$ cat src/rtl/byte_feeder_if.sv
// Word-stream input and byte-lane output bundle of the byte feeder.
// The slave modport is the feeder's view; master is the driving/observing side.
interface byte_feeder_if;
    logic [31:0] word_in;
    logic        word_valid;
    logic        word_last;
    logic [1:0]  last_bytes;
    logic        word_ready;
    logic        stall;
    logic [31:0] data_save;
    logic [2:0]  count_out;
    logic        count_enable;
    logic        busy;
    logic        msg_done;
    logic [15:0] byte_total;
    logic        ascii_err;

    modport slave (
        input  word_in, word_valid, word_last, last_bytes, stall,
        output word_ready, data_save, count_out, count_enable,
               busy, msg_done, byte_total, ascii_err
    );

    modport master (
        output word_in, word_valid, word_last, last_bytes, stall,
        input  word_ready, data_save, count_out, count_enable,
               busy, msg_done, byte_total, ascii_err
    );
endinterface

$ cat src/rtl/byte_feeder.sv
// Buffers 32-bit message words in a small FIFO and presents them one byte lane
// per cycle to the frequency-count table, with stall, ASCII check and end-of-message.
module byte_feeder #(
    parameter int FIFO_DEPTH = 4
) (
    input  logic         clk,
    input  logic         reset,
    byte_feeder_if.slave bus
);
    localparam int AW = $clog2(FIFO_DEPTH);

    typedef enum logic [1:0] {IDLE, EMIT, DONE} state_t;

    typedef struct packed {
        logic [31:0] word;
        logic        last;
        logic [2:0]  nbytes;
    } entry_t;

    entry_t      fifo_mem [FIFO_DEPTH];
    logic [AW:0] wr_ptr_q, wr_ptr_d, rd_ptr_q, rd_ptr_d;
    logic [AW:0] fill;
    logic        full, empty, push, pop;
    entry_t      push_entry, head;

    state_t      state_q, state_d;
    logic [31:0] data_save_q, data_save_d;
    logic [2:0]  count_out_q, count_out_d;
    logic [2:0]  nbytes_q, nbytes_d;
    logic        last_q, last_d;
    logic        msg_done_q, msg_done_d;
    logic        ascii_err_q, ascii_err_d;
    logic        msg_open_q, msg_open_d;
    logic [15:0] byte_total_q, byte_total_d;
    logic [7:0]  sel_byte;
    logic        advance, count_enable;

    always_comb begin
        fill              = wr_ptr_q - rd_ptr_q;
        full              = (fill == (AW+1)'(FIFO_DEPTH));
        empty             = (wr_ptr_q == rd_ptr_q);
        push              = bus.word_valid && !full;
        push_entry.word   = bus.word_in;
        push_entry.last   = bus.word_last;
        push_entry.nbytes = (bus.word_last && bus.last_bytes != 2'd0) ? {1'b0, bus.last_bytes} : 3'd4;
        head              = fifo_mem[rd_ptr_q[AW-1:0]];
        wr_ptr_d          = wr_ptr_q + (AW+1)'(push);
        rd_ptr_d          = rd_ptr_q + (AW+1)'(pop);
    end

    always_ff @(posedge clk) begin
        if (push) begin
            fifo_mem[wr_ptr_q[AW-1:0]] <= push_entry;
        end
    end

    always_comb begin
        case (count_out_q)
            3'd1:    sel_byte = data_save_q[7:0];
            3'd2:    sel_byte = data_save_q[15:8];
            3'd3:    sel_byte = data_save_q[23:16];
            3'd4:    sel_byte = data_save_q[31:24];
            default: sel_byte = 8'h00;
        endcase
        advance      = (state_q == EMIT) && !bus.stall;
        count_enable = advance && !sel_byte[7];
    end

    always_comb begin
        state_d      = state_q;
        data_save_d  = data_save_q;
        count_out_d  = count_out_q;
        nbytes_d     = nbytes_q;
        last_d       = last_q;
        msg_done_d   = 1'b0;
        ascii_err_d  = ascii_err_q;
        msg_open_d   = msg_open_q;
        byte_total_d = byte_total_q;
        pop          = 1'b0;

        case (state_q)
            IDLE: begin
                if (!empty) begin
                    pop     = 1'b1;
                    state_d = EMIT;
                    // msg_open distinguishes a FIFO underrun mid-message from a new message
                    if (!msg_open_q) begin
                        byte_total_d = 16'h0000;
                        ascii_err_d  = 1'b0;
                        msg_open_d   = 1'b1;
                    end
                end
            end
            EMIT: begin
                if (advance) begin
                    if (sel_byte[7]) begin
                        ascii_err_d = 1'b1;
                    end else if (byte_total_q != 16'hFFFF) begin
                        byte_total_d = byte_total_q + 16'd1;
                    end
                    if (count_out_q < nbytes_q) begin
                        count_out_d = count_out_q + 3'd1;
                    end else if (last_q) begin
                        state_d     = DONE;
                        count_out_d = 3'd0;
                        msg_done_d  = 1'b1;
                        msg_open_d  = 1'b0;
                    end else if (!empty) begin
                        pop = 1'b1;
                    end else begin
                        state_d     = IDLE;
                        count_out_d = 3'd0;
                    end
                end
            end
            DONE: begin
                state_d = IDLE;
            end
            default: begin
                state_d = IDLE;
            end
        endcase

        if (pop) begin
            data_save_d = head.word;
            last_d      = head.last;
            nbytes_d    = head.nbytes;
            count_out_d = 3'd1;
        end
    end

    always_ff @(posedge clk or negedge reset) begin
        if (!reset) begin
            wr_ptr_q     <= '0;
            rd_ptr_q     <= '0;
            state_q      <= IDLE;
            data_save_q  <= 32'h0;
            count_out_q  <= 3'd0;
            nbytes_q     <= 3'd0;
            last_q       <= 1'b0;
            msg_done_q   <= 1'b0;
            ascii_err_q  <= 1'b0;
            msg_open_q   <= 1'b0;
            byte_total_q <= 16'h0;
        end else begin
            wr_ptr_q     <= wr_ptr_d;
            rd_ptr_q     <= rd_ptr_d;
            state_q      <= state_d;
            data_save_q  <= data_save_d;
            count_out_q  <= count_out_d;
            nbytes_q     <= nbytes_d;
            last_q       <= last_d;
            msg_done_q   <= msg_done_d;
            ascii_err_q  <= ascii_err_d;
            msg_open_q   <= msg_open_d;
            byte_total_q <= byte_total_d;
        end
    end

    assign bus.word_ready   = !full;
    assign bus.data_save    = data_save_q;
    assign bus.count_out    = count_out_q;
    assign bus.count_enable = count_enable;
    assign bus.busy         = !empty || (state_q != IDLE);
    assign bus.msg_done     = msg_done_q;
    assign bus.byte_total   = byte_total_q;
    assign bus.ascii_err    = ascii_err_q;
endmodule

$ cat src/flat_wrapper.sv
// flat-port wrapper written by rule: the top's interface ports become plain ports
module byte_feeder_flat 
#(
    parameter int FIFO_DEPTH = 4
)
  (clk, reset, bus_word_in, bus_word_valid, bus_word_last, bus_last_bytes, bus_stall, bus_word_ready, bus_data_save, bus_count_out, bus_count_enable, bus_busy, bus_msg_done, bus_byte_total, bus_ascii_err);
  byte_feeder_if bus_i ();
  input  logic clk;
  input  logic reset;
  input wire logic [$bits(bus_i.word_in)-1:0] bus_word_in;
  input wire logic [$bits(bus_i.word_valid)-1:0] bus_word_valid;
  input wire logic [$bits(bus_i.word_last)-1:0] bus_word_last;
  input wire logic [$bits(bus_i.last_bytes)-1:0] bus_last_bytes;
  input wire logic [$bits(bus_i.stall)-1:0] bus_stall;
  output wire logic [$bits(bus_i.word_ready)-1:0] bus_word_ready;
  output wire logic [$bits(bus_i.data_save)-1:0] bus_data_save;
  output wire logic [$bits(bus_i.count_out)-1:0] bus_count_out;
  output wire logic [$bits(bus_i.count_enable)-1:0] bus_count_enable;
  output wire logic [$bits(bus_i.busy)-1:0] bus_busy;
  output wire logic [$bits(bus_i.msg_done)-1:0] bus_msg_done;
  output wire logic [$bits(bus_i.byte_total)-1:0] bus_byte_total;
  output wire logic [$bits(bus_i.ascii_err)-1:0] bus_ascii_err;
  assign bus_i.word_in = bus_word_in;
  assign bus_i.word_valid = bus_word_valid;
  assign bus_i.word_last = bus_word_last;
  assign bus_i.last_bytes = bus_last_bytes;
  assign bus_i.stall = bus_stall;
  assign bus_word_ready = bus_i.word_ready;
  assign bus_data_save = bus_i.data_save;
  assign bus_count_out = bus_i.count_out;
  assign bus_count_enable = bus_i.count_enable;
  assign bus_busy = bus_i.busy;
  assign bus_msg_done = bus_i.msg_done;
  assign bus_byte_total = bus_i.byte_total;
  assign bus_ascii_err = bus_i.ascii_err;
  byte_feeder #(.FIFO_DEPTH(FIFO_DEPTH)) u_core (.clk(clk), .reset(reset), .bus(bus_i));
endmodule
$ cat config.mk
export PLATFORM = sky130hd
export DESIGN_NAME = byte_feeder_flat
export DESIGN_NICKNAME = d
export VERILOG_FILES = /design/src/rtl/byte_feeder_if.sv /design/src/rtl/byte_feeder.sv /design/src/flat_wrapper.sv
export SDC_FILE = /design/constraint.sdc
export NUM_CORES = 1
export LEC_CHECK = 0
export ABC_AREA = 1
export CORE_MARGIN = 3
export CORE_UTILIZATION = 60
export CTS_BUF_LIST = sky130_fd_sc_hd__clkbuf_8
export DETAILED_ROUTE_END_ITERATION = 10
export GPL_TIMING_DRIVEN = 0
export HOLD_SLACK_MARGIN = 0.06
export PLACE_DENSITY = 0.84
export SYNTH_ARGS = -nofsm -noshare
export SYNTH_HDL_FRONTEND = slang
export SYNTH_SLANG_ARGS = --single-unit
$ cat constraint.sdc
create_clock -name clk -period 8.9 [get_ports clk]
set_input_delay 1.78 -clock clk [delete_from_list [all_inputs] [get_ports clk]]
set_output_delay 1.78 -clock clk [all_outputs]
set_load 0.03 [all_outputs]
# Word-level counts from Yosys, hierarchy flattened
# Memories as Yosys holds them, arrays and structs flattened. A register that Yosys moved wholly into a read port is not among the register bits.
# Index checks and enable logic that the tools add are counted.
# classes
n_addsub	5
order_cmp	1
n_eq_ne	17
muxes	41
reduce_logical	22
# op_table
op	count
two-way mux 16 bit	5
one-hot mux 16 bit (2 select lines)	1
one-hot mux 8 bit (4 select lines)	1
two-way mux 3 bit	7
two-way mux 1 bit	18
adder 16 x 1 -> 16 bit, second input constant	1
inequality test 16 bit, second input constant	1
two-way mux 2 bit	5
inequality test 2 bit, second input constant	5
AND reduction 5 bit	2
nonzero test 2 bit	5
adder 3 x 1 -> 3 bit	2
== test 3 x 2 -> 1 bit, second input constant	2
== test 3 bit, second input constant	2
inequality test 2 x 1 -> 1 bit, second input constant	3
one-hot mux 1 bit (2 select lines)	3
AND reduction 6 bit	1
logical NOT 1 bit	5
logical AND 1 bit	4
one-hot mux 2 bit (2 select lines)	1
AND reduction 4 bit	1
nonzero test 4 bit	1
adder 3 x 1 -> 3 bit, second input constant	1
== test 3 x 1 -> 1 bit, second input constant	1
8 further kinds	8
# word_totals
reg_bits	30
mem_bits_rw	144
out_inout_bits	56
n_memories	1
# memory_table
name	words	width	rd	rd_clocked_by_memory_dff	write_ports	line	rtl
u_core.fifo_mem	4	36	1	1	1	byte_feeder.sv:20	entry_t fifo_mem [FIFO_DEPTH];

# Depth between registers and ports, before layout
# Gate-level depths: netlist (run 1).
# depth
word_depth	8
ltp_mapped	13

# Least setup slack after synthesis (run 1)
# OpenSTA, ideal clock, no wires.
# synth_path
path_kind	in2reg
from	in bus_word_valid
to	mem u_core.fifo_mem[2][0] in the netlist's numbering, enable pin
setup_ps	474
arrival_ps	4375
t_required_ps	8426
setup_slack_ps	4051
stages	2
cell_sequence	nand2_1 > nor3_1
# synth_via
elab_chain_cells	3
# synth_rtl
item	line	rtl
start: declaration	flat_wrapper.sv:11	input wire logic [$bits(bus_i.word_valid)-1:0] bus_word_valid;
logical AND 1 bit	byte_feeder.sv:42	push = bus.word_valid && !full;
two-way mux 1 bit	byte_feeder.sv:52	if (push) begin
two-way mux 1 bit (implied by the code)	byte_feeder.sv:53	fifo_mem[wr_ptr_q[AW-1:0]] <= push_entry;
end: declaration	byte_feeder.sv:20	
# Every way passes these cells.

# Worst setup path in the final report (run 1)
# layout_path
from	reg u_core.rd_ptr_q[1]
to	out bus_word_ready
# layout_via
elab_chain_cells	3
# layout_rtl
item	line	rtl
start: declaration	byte_feeder.sv:21	logic [AW:0] wr_ptr_q, wr_ptr_d, rd_ptr_q, rd_ptr_d;
start signal: assignment	byte_feeder.sv:147	rd_ptr_q <= rd_ptr_d;
subtractor 3 bit	byte_feeder.sv:39	fill = wr_ptr_q - rd_ptr_q;
== test 3 bit	byte_feeder.sv:40	full = (fill == (AW+1)'(FIFO_DEPTH));
logical NOT 1 bit	byte_feeder.sv:160	assign bus.word_ready = !full;
end: declaration	flat_wrapper.sv:15	output wire logic [$bits(bus_i.word_ready)-1:0] bus_word_ready;
# Every way passes these cells.

==> qor.yml, run 1 <==
status:
  status: "finished clean"
clocking:
  tritoncts: "done"
  path_clk_slew_ns: 0.06
  cts_root_buf: "clkbuf_8"
  clk_latency_ns: 0.53
  cts_inserted_buffers: 34
  cts-resized-gates: 0
  post_cts_buffers: 0
  cts_sinks: 210
  cts_hold_buf: 0
  htree_levels: 2
  clock_path_buffers: 3
synthesis:
  synth_flop_cell: "edfxtp_1"
  yosys_warnings: 0
  syn_area_per_cell_sq_um: 11.57
  synthCells: 753
  syn_nets: 806
  synth-xor-area-share_pct: 0.9049
  synth_top_family_by_area: "simple AND/OR/NAND/NOR gates"
  async_reset_ff_share_pct: 31.43
  synth_top_cell_by_area: "edfxtp_1"
  synth_common_cells: "nand2_1, edfxtp_1, nor2_1"
  syn_area_sq_um: 8711
  synth-seq-cells: 210
  yosys-top-cells-area: "edfxtp_1, dfrtp_1, nand2_1"
  yosysUniqueCellTypes: 32
  synth_edf_count: 144
  synth_fa_ha_area_share_pct: 2.011
  synth.area.mux_share_pct: 0
  synth.most_common_cell: "nand2_1"
  yosysSeqAreaShare_pct: 68.60
  synth-compound-area-share_pct: 9.624
  yosys.area_share.simple_pct: 15.47
  synth_top_cell_area_share_pct: 49.64
power_and_ir_drop:
  sw_frac_of_total_pct: 41.39
  power_density_nw_per_um2: 378.6
  irDropWorstVdd_v: 0.0002214
  pwr-share-seq_pct: 36.9
  clockPowerShare_pct: 18.5
  switching_power_mw: 1.671
  p_leak_nw: 4.209
  internal-power_mw: 2.367
  combinationalPowerShare_pct: 44.6
finish:
  drive_above_1_share_pct: 10.51
  area_growth_pct: 22.45
  antenna_cells: 0
  multi_input_area_sq_um: 2460
  finalNetCount: 950
  stdcell_count: 1103
  fill_cells: 872
  regArea_sq_um: 5976
floorplanning:
  core_sq_um: 14040
  die_h_microns: 126.5
  num_rows: 43
  die_w_microns: 126.5
  dieArea_sq_um: 16000
  io_pins: 95
  start_util_pct: 62.03
timing:
  max_freq_ghz: 0.2028
  clock_skew_ns: 0.02372
  period_needed_ns: 4.932
  slew-limit-headroom_pct: 39.24
  setup_tns_ns: 0
  rsz0062_at_grt: "no"
  drv_slew: 0
  setup_viol: 0
  setup_ws_ns: 3.968
  tightestPinTransition_ns: 0.9065
  final_hold_viol_count: 0
  fin_crit_sh_pct: 55.41
worst_setup_path:
  cp-start-kind: "flop"
  path_delay_family: "buffers and inverters"
  reg2reg_from: "u_core.rd_ptr_q[1]$_DFF_PN0_"
  crit_chain: "inv_2, clkbuf_1, ha_1, inv_1, o21bai_1, or2_2, nand3_1, clkdlybuf4s50_1"
  slowest_stage: "clkdlybuf4s50_1"
  critical_path_required_ns: 7.12
  r2r_slack_ns: 5.28
  max_stage_delay_ns: 0.69
  cp.buffers_inverters: 4
  path_class: "reg -> out"
  crit_fanout: 10
  cp-end-kind: "output pin"
  cp-startpoint: "u_core.rd_ptr_q[1]$_DFF_PN0_"
  arrival_ns: 3.15
global_routing:
  grt_pass1_wl_microns: 33520
  antenna_found_initial: 0
  grt_use_met2_pct: 45.55
  grt_usage_pct: 26.47
  grt_overflow: 0
  grt_pass1_vias: 6654
  grt_max_degree: 67
  busiest_layer: "met2"
  grtUsageMet3_pct: 6.189
  grtUsageMet1_pct: 33.67
routing:
  viasPerCell: 5.884
  vias: 6490
  first_pass_iters: 5
  drt.antenna.violating_nets: 0
  drt_iter0_markers: 765
  drc_errors: 0
  finalWirelength_microns: 20960
  wl_per_cell_microns: 19.00
placement:
  post-place-ws_ns: 4.050
  dp_cells: 1041
  numPortBuffers: 94
  dpl.hpwl_microns: 14020
  place.gp.congestion: 0.8099
min_path:
  hold_start: "u_core.rd_ptr_q[2]$_DFF_PN0_"
  hp-class: "reg -> reg"
run:
  maxCapViolCount: 0
[state kept, by name, indices dropped and copies added, names as in the netlist, 2 cells and up]
name,count
u_core.bus.byte_total,16
u_core.bus.count_out,3
u_core.bus.data_save,32
u_core.fifo_mem,144
u_core.nbytes_q,3
u_core.rd_ptr_q,3
u_core.state_q,2
u_core.wr_ptr_q,3
[path summary, 6_finish.rpt]
check                                                              to  depth (start not counted)
worst max register to register       u_core.fifo_mem[3][21]$_DFFE_PP_                         11
max in group asynchronous       u_core.bus.byte_total[11]$_DFFE_PN0P_                          1
worst max-delay path                                   bus_word_ready                          8
worst min register to register           u_core.rd_ptr_q[2]$_DFF_PN0_                          1
min in group asynchronous        u_core.bus.data_save[28]$_DFFE_PN0P_                          1
worst min-delay path                     u_core.rd_ptr_q[2]$_DFF_PN0_                          1
[cell type report]
type | count | area share [%]
repair buffers | 108 | 10.35
inverters | 33 | 1.161
flip-flops and latches | 210 | 56.02
clock buffers | 36 | 4.645
well taps | 180 | 2.111
plain buffers | 32 | 1.607
multi-input cells | 478 | 23.06
clock inverters | 26 | 1.044
[metrics by stage]
step	util, %	power (mW)	instance area [sq um]	hold slack, ns
2_1_floorplan	-	2.624	8711	0.4626
3_3_place_gp	70.34	3.169	9877	0.4775
3_5_place_dp	71.64	3.287	10060	0.4866
4_1_cts	75.96	4.043	10670	0.4959
5_1_grt	75.96	4.268	10670	0.5144
6_report	75.96	4.038	10670	0.4931
[worst reg2reg max path, cell delays in order (launching register included)]
cell	delay [ns]
dfrtp_1	0.45
inv_2	0.16
clkbuf_1	0.48
ha_1	0.36
inv_1	0.06
o21bai_1	0.07
or2_2	0.27
nand3_1	0.09
nand2_1	0.17
nor3_2	0.73
buf_6	0.28
buf_6	0.20
[layer usage]
layer / vias to the layer above / part of all wire [%]
li1: 2929 / -
met1: 3183 / 39
met2: 332 / 51
met3: 46 / 8.4
met4: 0 / 2.0
met5: - / 0
[cell usage in the layout, fill, tap and decap left out, types with 5 or more instances in the layout]
master	synthesis	routed
a21oi_1	61	61
a21oi_2	9	9
a32o_1	33	33
buf_2	5	5
buf_6	5	17
clkbuf_1	16	16
clkbuf_8	0	36
clkdlybuf4s50_1	0	93
clkinv_1	0	6
dfrtp_1	66	66
edfxtp_1	144	144
ha_1	14	14
inv_1	27	43
inv_2	6	6
nand2_1	208	208
nand3_1	22	22
nand4_1	8	8
nor2_1	78	78
o21ai_0	11	11
xor2_1	6	6
[power groups by stage]
| stage | registers [mW] | clock network, mW | logic, mW |
|---|---|---|---|
| 6_report | 1.49 | 0.747 | 1.80 |
| 5_1_grt | 1.51 | 0.807 | 1.95 |
| 4_1_cts | 1.49 | 0.757 | 1.80 |
| 3_5_place_dp | 1.50 | 0 | 1.78 |
| 3_3_place_gp | 1.51 | 0 | 1.65 |
| 2_1_floorplan | 1.65 | 0 | 0.972 |
[cell families after synthesis]
family | count (synthesis)
DFF | 210
and+or+nand+nor | 332
AOI/OAI and AO/OA | 123
buffers and inverters | 65
adders and majority gates | 14
xor gates and xnor gates | 9
Note: power is estimated with default switching activity, not from simulation.
==> run 2: changes to the inputs <==
- CORE_UTILIZATION: 60 -> 58
- PLACE_DENSITY: 0.84 -> 0.82
- clock period: 8.9 -> 5.15 ns (I/O delays scaled with it)
==> run 2 against run 1 <==
Compared with the run above: total power is 74% higher; sequential share of layout area is 0.33 points lower; highest routed layer unchanged; routed wire length down 1.9%; clock-buffer cell count increased by 4; critical path type unchanged; flip-flop and latch count is the same; combinational power increased by 72%.
==> qor.yml, run 2 (synthesis gave the netlist of run 1 again) <==
status:
  status: "finished clean"
placement:
  place_area_sq_um: 10080  # +0.16%
  dp_cells: 1046  # +0.48%
  post-place-ws_ns: 1.577  # -2.474 ns
  dpl.hpwl_microns: 14110  # +0.61%
  place.gp.congestion: 0.8273  # +2.1%
  numPortBuffers: 94  # unchanged
timing:
  max_freq_ghz: 0.2423
  setup_viol: 0  # unchanged
  setup_ws_ns: 1.023  # -2.946 ns
  slew-limit-headroom_pct: 31.99  # -7.3 points
  holdWs_ns: 0.4952  # +0.002094 ns
  rsz0062_at_grt: "no"
  period_needed_ns: 4.128
  fin_crit_sh_pct: 80.15
  final_hold_viol_count: 0  # unchanged
  setup_tns_ns: 0  # unchanged
  drv_slew: 0  # unchanged
  clock_skew_ns: 0.02346  # -0.0002565 ns
  tightestPinTransition_ns: 1.015  # +0.1082 ns
worst_setup_path:
  cp-startpoint: "u_core.rd_ptr_q[1]$_DFF_PN0_"
  r2r_slack_ns: 1.54  # -3.74 ns
  path_class: "reg -> out"
  cp-end-kind: "output pin"
  critical_path_required_ns: 4.12  # -3.00 ns
  r2r-end: "u_core.fifo_mem[2][28]$_DFFE_PP_"
  arrival_ns: 3.10  # -0.05 ns
  endpoint: "bus_word_ready"
  reg2reg_depth: 11  # unchanged
  cp-start-kind: "flop"
  reg2reg_from: "u_core.rd_ptr_q[1]$_DFF_PN0_"
  crit_fanout: 10  # unchanged
clocking:
  cts_sinks: 210  # unchanged
  path_clk_slew_ns: 0.06  # about the same
  clock_path_buffers: 3  # unchanged
  cts_hold_buf: 0  # unchanged
  cts_root_buf: "clkbuf_8"
  htree_levels: 2  # unchanged
  cts_inserted_buffers: 35  # +2.9%
  cts-resized-gates: 0  # unchanged
  tritoncts: "done"
  clk_latency_ns: 0.53  # about the same
  post_cts_buffers: 0  # unchanged
finish:
  finalNetCount: 952  # +0.21%
  stdcell_count: 1110  # +0.63%
  largest_register_ffs: 144  # unchanged
  drive_above_1_share_pct: 11.23  # +0.72 points
  layout_commonest_cell: "nand2_1"
  area_growth_pct: 23.18
  final_cell_mix: "nand2_1, edfxtp_1, clkdlybuf4s50_1, nor2_1, dfrtp_1"
  final_cell_area_sq_um: 10730  # +0.60%
  antenna_cells: 0  # unchanged
  final_core_util_pct: 73.55  # -2.4 points
floorplanning:
  start_util_pct: 59.71  # -2.3 points
  die_w_microns: 128.6  # +1.6%
  num_rows: 44  # +2.3%
  dieArea_sq_um: 16530  # +3.3%
  core_sq_um: 14590  # +3.9%
  die_h_microns: 128.6  # +1.6%
  io_pins: 95  # unchanged
run:
  maxCapViolCount: 0  # unchanged
routing:
  viasPerCell: 5.732  # -2.6%
  first_pass_iters: 6  # +1
  drc_errors: 0  # unchanged
  vias: 6363  # -2.0%
  drt_iter0_markers: 561  # -27%
  wl_per_cell_microns: 18.53  # -2.5%
  finalWirelength_microns: 20570  # -1.9%
  drt.antenna.violating_nets: 0  # unchanged
power_and_ir_drop:
  power_mw: 7.027  # +74%
  irDropWorstVdd_v: 0.0004185  # +89%
  p_leak_nw: 4.240  # +0.75%
  power_density_nw_per_um2: 654.9  # +73%
global_routing:
  grt_usage_pct: 25.44  # -1.0 points
  grt_max_degree: 67  # unchanged
  grt_pass1_wl_microns: 32790  # -2.2%
  grt_pass1_vias: 6523  # -2.0%
  antenna_found_initial: 0  # unchanged
  grt_overflow: 0  # unchanged
min_path:
  whs_path_depth: 1  # unchanged
  hp-class: "reg -> reg"
[run 2: changes by cell type in the layout (fill, tap and decap cells not counted), sizes merged]
| cell | delta |
|---|---|
| clkbuf | +4 |
| buf | +1 |
| clkinv | -1 |
| inv | -1 |
[run 2: layout make-up]
class | count | area (sq um)
plain buffers | 32 | 171.4
clock buffers | 40 | 550.5
clock inverters | 24 | 103.9
fillers | 948 | 3859
inverters | 33 | 123.9
multi-input cells | 478 | 2460
flip-flops and latches | 210 | 5976
well taps | 184 | 230.2
repair buffers | 109 | 1115
[run 2: layer usage]
layer	vias to the layer above	GRT usage (%)	wire, microns
met5	-	0	0
met2	302	42.75	10330
met1	3085	32.41	8023
li1	2927	-	-
met3	49	6.061	1646
met4	0	9.759	566
[run 2: worst max-delay path: stages (launching register included)]
cell and delay (ns):
dfrtp_1 0.45, inv_2 0.16, clkbuf_1 0.45, ha_1 0.34
inv_1 0.06, o21bai_1 0.06, or2_2 0.27, nand3_1 0.09
clkdlybuf4s50_1 0.68
[run 2: how the worst min path moves through the flow]
stage	from	endpoint	slack, ns
after global routing	u_core.rd_ptr_q[2]$_DFF_PN0_	u_core.rd_ptr_q[2]$_DFF_PN0_	0.52
final	u_core.rd_ptr_q[2]$_DFF_PN0_	u_core.rd_ptr_q[2]$_DFF_PN0_	0.50
after CTS	u_core.rd_ptr_q[2]$_DFF_PN0_	u_core.rd_ptr_q[2]$_DFF_PN0_	0.50
after global placement	u_core.bus.ascii_err$_DFFE_PN0P_	u_core.bus.ascii_err$_DFFE_PN0P_	0.48
after floorplan	u_core.msg_open_q$_DFFE_PN0P_	u_core.msg_open_q$_DFFE_PN0P_	0.46
after detailed placement	u_core.rd_ptr_q[2]$_DFF_PN0_	u_core.rd_ptr_q[2]$_DFF_PN0_	0.49
[run 2: where the power goes]
group	switching, mW	total [mW]	internal, mW
clock network	0.644	1.36	0.713
registers	0.243	2.58	2.34
logic	1.98	3.09	1.11
==> run 3: changes to the inputs <==
- clock period: 5.15 -> 4.15 ns (I/O delays scaled with it)
==> results of run 3 <==
The final DEF is identical to that of run 2. Status: finished clean.
Among the figures that moved: setup slack after placement 1.577 ns -> 0.6000 ns; setup slack after layout 1.023 ns -> 0.2225 ns; hold slack 0.4952 ns -> 0.4242 ns; register-to-register setup slack 1.54 ns -> 0.54 ns; total power 7.027 mW -> 8.721 mW; worst IR drop on VDD 0.0004185 V -> 0.0005194 V
